File: src/rtl/sram_bus_responder_if.sv
// Bus bundle between the CPU request unit (master) and the SRAM responder (slave).
interface sram_bus_responder_if #(
    parameter int ADDR_W = 5,
    parameter int DATA_W = 32
) ();
    logic                  read_i;
    logic                  write_i;
    logic [ADDR_W-1:0]     adr_i;
    logic [DATA_W-1:0]     cpu_dat_i;
    logic [DATA_W/8-1:0]   sel_i;
    logic [DATA_W-1:0]     cpu_dat_o;
    logic                  busy_o;
    logic                  ack_o;

    modport master (
        output read_i, write_i, adr_i, cpu_dat_i, sel_i,
        input  cpu_dat_o, busy_o, ack_o
    );

    modport slave (
        input  read_i, write_i, adr_i, cpu_dat_i, sel_i,
        output cpu_dat_o, busy_o, ack_o
    );
endinterface

File: src/rtl/sram_bus_responder.sv
// Single-outstanding SRAM responder: captures one request, waits a fixed latency,
// then commits the write or returns the read word and pulses ack.
module sram_bus_responder #(
    parameter int ADDR_W     = 5,
    parameter int DATA_W     = 32,
    parameter int DEPTH      = 32,
    parameter int RD_LATENCY = 2,
    parameter int WR_LATENCY = 1
) (
    input  logic                   clk,
    input  logic                   rst,
    sram_bus_responder_if.slave    bus
);
    localparam int NB    = DATA_W / 8;
    localparam int MAX_L = (RD_LATENCY > WR_LATENCY) ? RD_LATENCY : WR_LATENCY;
    localparam int CNT_W = $clog2(MAX_L + 1);
    localparam int IDX_W = (DEPTH > 1) ? $clog2(DEPTH) : 1;
    localparam logic [ADDR_W:0]  DEPTH_C  = (ADDR_W + 1)'(DEPTH);
    localparam logic [CNT_W-1:0] RD_CNT_C = CNT_W'(RD_LATENCY - 1);
    localparam logic [CNT_W-1:0] WR_CNT_C = CNT_W'(WR_LATENCY - 1);

    typedef enum logic [1:0] {
        ST_IDLE  = 2'd0,
        ST_READ  = 2'd1,
        ST_WRITE = 2'd2
    } state_e;

    state_e              state_q, state_d;
    logic [CNT_W-1:0]    cnt_q, cnt_d;
    logic [ADDR_W-1:0]   adr_q, adr_d;
    logic [DATA_W-1:0]   dat_q, dat_d;
    logic [NB-1:0]       sel_q, sel_d;
    logic [DATA_W-1:0]   rdata_q, rdata_d;
    logic                ack_q, ack_d;
    logic                busy_q, busy_d;
    logic                commit_s;
    logic                in_range_s;
    logic [IDX_W-1:0]    idx_s;
    logic [DATA_W-1:0]   rd_word_s;
    logic [DATA_W-1:0]   mem_q [DEPTH];

    function automatic logic [DATA_W-1:0] merge_lanes(
        input logic [DATA_W-1:0] old_w,
        input logic [DATA_W-1:0] new_w,
        input logic [NB-1:0]     sel
    );
        logic [DATA_W-1:0] res;
        res = old_w;
        for (int b = 0; b < NB; b++) begin
            if (sel[b]) begin
                res[b*8 +: 8] = new_w[b*8 +: 8];
            end else begin
                res[b*8 +: 8] = old_w[b*8 +: 8];
            end
        end
        return res;
    endfunction

    // Address decode of the captured request; out-of-range reads yield zero.
    always_comb begin
        in_range_s = ({1'b0, adr_q} < DEPTH_C);
        idx_s      = adr_q[IDX_W-1:0];
        if (in_range_s) begin
            rd_word_s = mem_q[idx_s];
        end else begin
            rd_word_s = '0;
        end
    end

    // Next-state logic: accept in IDLE (write wins), count down, then complete.
    always_comb begin
        state_d  = state_q;
        cnt_d    = cnt_q;
        adr_d    = adr_q;
        dat_d    = dat_q;
        sel_d    = sel_q;
        rdata_d  = rdata_q;
        ack_d    = 1'b0;
        commit_s = 1'b0;
        case (state_q)
            ST_IDLE: begin
                if (bus.write_i || bus.read_i) begin
                    adr_d = bus.adr_i;
                    dat_d = bus.cpu_dat_i;
                    sel_d = bus.sel_i;
                    if (bus.write_i) begin
                        state_d = ST_WRITE;
                        cnt_d   = WR_CNT_C;
                    end else begin
                        state_d = ST_READ;
                        cnt_d   = RD_CNT_C;
                    end
                end else begin
                    state_d = ST_IDLE;
                end
            end
            ST_READ: begin
                if (cnt_q != '0) begin
                    cnt_d = cnt_q - CNT_W'(1);
                end else begin
                    rdata_d = rd_word_s;
                    ack_d   = 1'b1;
                    state_d = ST_IDLE;
                end
            end
            ST_WRITE: begin
                if (cnt_q != '0) begin
                    cnt_d = cnt_q - CNT_W'(1);
                end else begin
                    commit_s = in_range_s;
                    ack_d    = 1'b1;
                    state_d  = ST_IDLE;
                end
            end
            default: begin
                state_d = ST_IDLE;
                cnt_d   = '0;
            end
        endcase
        busy_d = (state_d != ST_IDLE);
    end

    // Control and output registers; reset aborts any request in flight.
    always_ff @(posedge clk or negedge rst) begin
        if (!rst) begin
            state_q <= ST_IDLE;
            cnt_q   <= '0;
            adr_q   <= '0;
            dat_q   <= '0;
            sel_q   <= '0;
            rdata_q <= '0;
            ack_q   <= 1'b0;
            busy_q  <= 1'b0;
        end else begin
            state_q <= state_d;
            cnt_q   <= cnt_d;
            adr_q   <= adr_d;
            dat_q   <= dat_d;
            sel_q   <= sel_d;
            rdata_q <= rdata_d;
            ack_q   <= ack_d;
            busy_q  <= busy_d;
        end
    end

    // Storage array: contents survive reset, byte lanes merged on commit.
    always_ff @(posedge clk) begin
        if (commit_s) begin
            mem_q[idx_s] <= merge_lanes(mem_q[idx_s], dat_q, sel_q);
        end
    end

    assign bus.cpu_dat_o = rdata_q;
    assign bus.busy_o    = busy_q;
    assign bus.ack_o     = ack_q;
endmodule

File: src/flat_wrapper.sv
// flat-port wrapper written by rule: the top's interface ports become plain ports
module sram_bus_responder_flat 
#(
    parameter int ADDR_W     = 5,
    parameter int DATA_W     = 32,
    parameter int DEPTH      = 32,
    parameter int RD_LATENCY = 2,
    parameter int WR_LATENCY = 1
)
  (clk, rst, bus_read_i, bus_write_i, bus_adr_i, bus_cpu_dat_i, bus_sel_i, bus_cpu_dat_o, bus_busy_o, bus_ack_o);
  sram_bus_responder_if #(.ADDR_W(ADDR_W), .DATA_W(DATA_W)) bus_i ();
  input  logic clk;
  input  logic rst;
  input wire logic [$bits(bus_i.read_i)-1:0] bus_read_i;
  input wire logic [$bits(bus_i.write_i)-1:0] bus_write_i;
  input wire logic [$bits(bus_i.adr_i)-1:0] bus_adr_i;
  input wire logic [$bits(bus_i.cpu_dat_i)-1:0] bus_cpu_dat_i;
  input wire logic [$bits(bus_i.sel_i)-1:0] bus_sel_i;
  output wire logic [$bits(bus_i.cpu_dat_o)-1:0] bus_cpu_dat_o;
  output wire logic [$bits(bus_i.busy_o)-1:0] bus_busy_o;
  output wire logic [$bits(bus_i.ack_o)-1:0] bus_ack_o;
  assign bus_i.read_i = bus_read_i;
  assign bus_i.write_i = bus_write_i;
  assign bus_i.adr_i = bus_adr_i;
  assign bus_i.cpu_dat_i = bus_cpu_dat_i;
  assign bus_i.sel_i = bus_sel_i;
  assign bus_cpu_dat_o = bus_i.cpu_dat_o;
  assign bus_busy_o = bus_i.busy_o;
  assign bus_ack_o = bus_i.ack_o;
  sram_bus_responder #(.ADDR_W(ADDR_W), .DATA_W(DATA_W), .DEPTH(DEPTH), .RD_LATENCY(RD_LATENCY), .WR_LATENCY(WR_LATENCY)) u_core (.clk(clk), .rst(rst), .bus(bus_i));
endmodule
File: config.mk
export PLATFORM = sky130hd
export DESIGN_NAME = sram_bus_responder_flat
export DESIGN_NICKNAME = d
export VERILOG_FILES = /design/src/rtl/sram_bus_responder_if.sv /design/src/rtl/sram_bus_responder.sv /design/src/flat_wrapper.sv
export SDC_FILE = /design/constraint.sdc
export NUM_CORES = 1
export LEC_CHECK = 0
export ABC_AREA = 1
export ABC_CLOCK_PERIOD_IN_PS = 4300
export BUFFER_PORTS_ARGS = -buffer_cell sky130_fd_sc_hd__clkbuf_2
export CAP_MARGIN = 5
export CELL_PAD_IN_SITES_DETAIL_PLACEMENT = 1
export CELL_PAD_IN_SITES_GLOBAL_PLACEMENT = 1
export CORE_ASPECT_RATIO = 2
export CORE_MARGIN = 2
export CORE_UTILIZATION = 50
export CTS_CLUSTER_DIAMETER = 40
export DETAILED_ROUTE_END_ITERATION = 8
export PLACE_DENSITY_LB_ADDON = 0.12
export SLEW_MARGIN = 20
export SYNTH_ARGS = -nofsm -noshare
export SYNTH_HDL_FRONTEND = slang
export SYNTH_SLANG_ARGS = --single-unit
File: constraint.sdc
create_clock -name clk -period 4.3 [get_ports clk]
set_clock_uncertainty 0.1 [all_clocks]
set_input_delay 0.43 -clock clk [delete_from_list [all_inputs] [get_ports clk]]
set_output_delay 0.43 -clock clk [all_outputs]
set_load 0.1 [all_outputs]
==> flow_metrics.env <==
export IMPL_synth_nets=4487
export IMPL_finalMaxSlewViolations=0
export IMPL_max_freq_ghz=0.2806
export IMPL_synthCells=4437
export IMPL_grt_pass1_wl_um=221000
export IMPL_io_buffers=78
export IMPL_powerDensity_nw_per_um2=785.7
export IMPL_rrSetupSlack_ps=740
export IMPL_post_route_min_period_ps=3564
export IMPL_drt_vias_per_instance=5.581
export IMPL_cts_tree="done"
export IMPL_ctsResizeCount=0
export IMPL_peakVddDrop_mv=0.8156
export IMPL_end_kind="register"
export IMPL_yosys_area_top_type="edfxtp_1"
export IMPL_clock_sinks=1103
export IMPL_finalHoldViolCount=0
export IMPL_p_leak_nw=22.26
export IMPL_ys_flop_type="edfxtp_1"
export IMPL_period_share_pct=82.88
export IMPL_dieArea_um2=94350
export IMPL_h_tree_depth=3
export IMPL_routedWlPerCell_um=25.42
export IMPL_async_flop_share_pct=7.162
export IMPL_rsz0062_at_grt="false"
export IMPL_path_class="register to register"
export IMPL_drtPass1Iterations=6
export IMPL_worstMarginPinSlew_ps=1053
export IMPL_r2r_end="u_core.mem_q[7][2]"
export IMPL_ys_seq_area_share_pct=71.33
export IMPL_dp_cells=5644
export IMPL_synth_top_cell_area_share_pct=67.02
export IMPL_place_hpwl_um=88690
export IMPL_track_usage_pct=32.40
export IMPL_drive_gt1_share_pct=10.13
export IMPL_postRouteAntennaNets=0
export IMPL_grt_overflow=0
export IMPL_final_cells=5885
export IMPL_clk_latency_ps=720
export IMPL_syn2layout_area_growth_pct=14.24
export IMPL_drc=0
export IMPL_fp_dieH_um=432.4
export IMPL_dieWidth_um=218.2
export IMPL_synth_most_common_cell="nand2_1"
export IMPL_cp_arrival_ps=4020
export IMPL_cts_setup_buffers=0
export IMPL_vias=32840
export IMPL_worst_setup_path_start_kind="register"
export IMPL_worstPathMaxFanout=18
export IMPL_antenna_found_initial=4
export IMPL_drtIter0Drc=2516
export IMPL_total_power_mw=41.18
export IMPL_slew_headroom_pct=29.59
export IMPL_status="complete, no violations"
export IMPL_syn_area_per_cell_um2=10.34
export IMPL_postCtsHoldBufs=45
export IMPL_ff2ff_path_depth=11
export IMPL_grt_max_degree=140
export IMPL_gp_congestion=0.7949
export IMPL_row_count=157
export IMPL_cts_buffer_depth=3
export IMPL_start_util_pct=50.23
export IMPL_root_buffer="clkbuf_16"
export IMPL_yosys_warnings=0
export IMPL_nets=4652
export IMPL_drv_cap=0
export IMPL_setup_viol=0
export IMPL_clkTransAtPathRegs_ps=70
export IMPL_netlist_top_cells_area="edfxtp_1 (67%), nand2_1 (24%), dfrtp_1 (4.3%), buf_2 (1.1%), mux2_2 (0.79%)"
export IMPL_synth_distinct_cells=22
export IMPL_tns_ps=0
export IMPL_grt_pass1_vias=34890
export IMPL_ioPinCount=79
export IMPL_synthTopCellsByCount="nand2_1 (2933), edfxtp_1 (1024), buf_2 (100)"
export IMPL_core_area_um2=91340
export IMPL_hold_path_class="primary input to async pin"
export IMPL_cts_made_buffers=103
export IMPL_finalWirelength_um=149600
export IMPL_syn_area_um2=45880
export IMPL_worstReg2RegStart="u_core.adr_q[4]"
export IMPL_required_ps=4750
export IMPL_ys_seq_elements=1103
export IMPL_synth_edff_count=1024
## cell families after synthesis
kind of cell             after synthesis  share of synthesized area, %
AND/OR/NAND/NOR                     3047                         25.16
multiplexers                          32                        0.7854
adder cells (fa/ha/maj)                5                        0.1363
flip-flops                          1103                         71.33
buffers and inverters                237                         2.441
AO/OA/AOI/OAI                         13                        0.1473
## worst max path at each step
stage / startpoint / to
after floorplan: u_core.adr_q[1] / u_core.mem_q[12][0]
after global placement: u_core.adr_q[2] / u_core.mem_q[31][20]
after detailed placement: u_core.adr_q[4] / u_core.mem_q[17][2]
after CTS: u_core.adr_q[4] / u_core.mem_q[7][2]
after global routing: u_core.adr_q[4] / u_core.mem_q[7][2]
final: u_core.adr_q[4] / u_core.mem_q[7][2]
## registers in the layout (all words and copies together) (netlist names)
signal / cells
u_core.sel_q: 4
u_core.bus.busy_o: 1
u_core.dat_q: 32
u_core.bus.cpu_dat_o: 32
u_core.bus.ack_o: 1
u_core.cnt_q: 2
u_core.state_q: 2
u_core.adr_q: 5
u_core.mem_q: 1024
## power by group
group | switching, mW | internal, mW
Sequential | 0.420 | 15.8
Clock | 4.19 | 5.35
Combinational | 12.1 | 3.33
## per-layer routing
layer,wire length [um],global-route usage [%],vias up
met5,19,0,-
met3,9528,5.690,398
met2,77460,56.89,1128
met1,54330,37.63,16670
li1,-,-,14640
met4,8279,17.01,4
## worst max-delay path, stage by stage, from the launching register on
cell and delay, ps:
dfrtp_1 640, inv_4 130, nor3_4 690, buf_4 320
buf_4 360, nand2_1 100, nand2_1 70, nor2_1 40
nand2_1 160, nand2_1 70, nand2_1 400, buf_4 300
## layout by cell type, fill, tap and decap left out, drive strengths merged
| cell | instances |
|---|---|
| dfrtp | 79 |
| nor2 | 96 |
| edfxtp | 1024 |
| mux2 | 32 |
| clkinvlp | 9 |
| nand2 | 2933 |
| nor3 | 8 |
| ha | 5 |
| o21ai | 10 |
| buf | 148 |
| clkinv | 37 |
| diode | 2 |
| bufinv | 12 |
| dlygate4sd3 | 45 |
| o31ai | 1 |
| inv | 33 |
| a21oi | 2 |
| clkbuf | 207 |
| or2 | 2 |
| nand3 | 8 |
## metrics by stage
stage	utilization (%)	cell area, um2	hold slack, ps	worst slack [ps]
after global placement	53.05	48460	364.5	913.1
after detailed placement	53.05	48460	370.1	818.0
after floorplan	-	45880	34.41	1103
after CTS	57.38	52410	178.3	812.7
after global routing	57.38	52420	254.8	641.8
final	57.39	52420	219.1	736.0
## final cells by class
class                   count  area, um2
flip-flops and latches   1103      32730
clock buffers             130       2773
multi-input cells        3097      12290
clock inverters            64      730.7
diodes                      2      5.005
well taps                1192       1491
inverters                  27      123.9
fillers                  9763      38930
repair buffers            270       2272
Power figures use the tool's default switching activity.
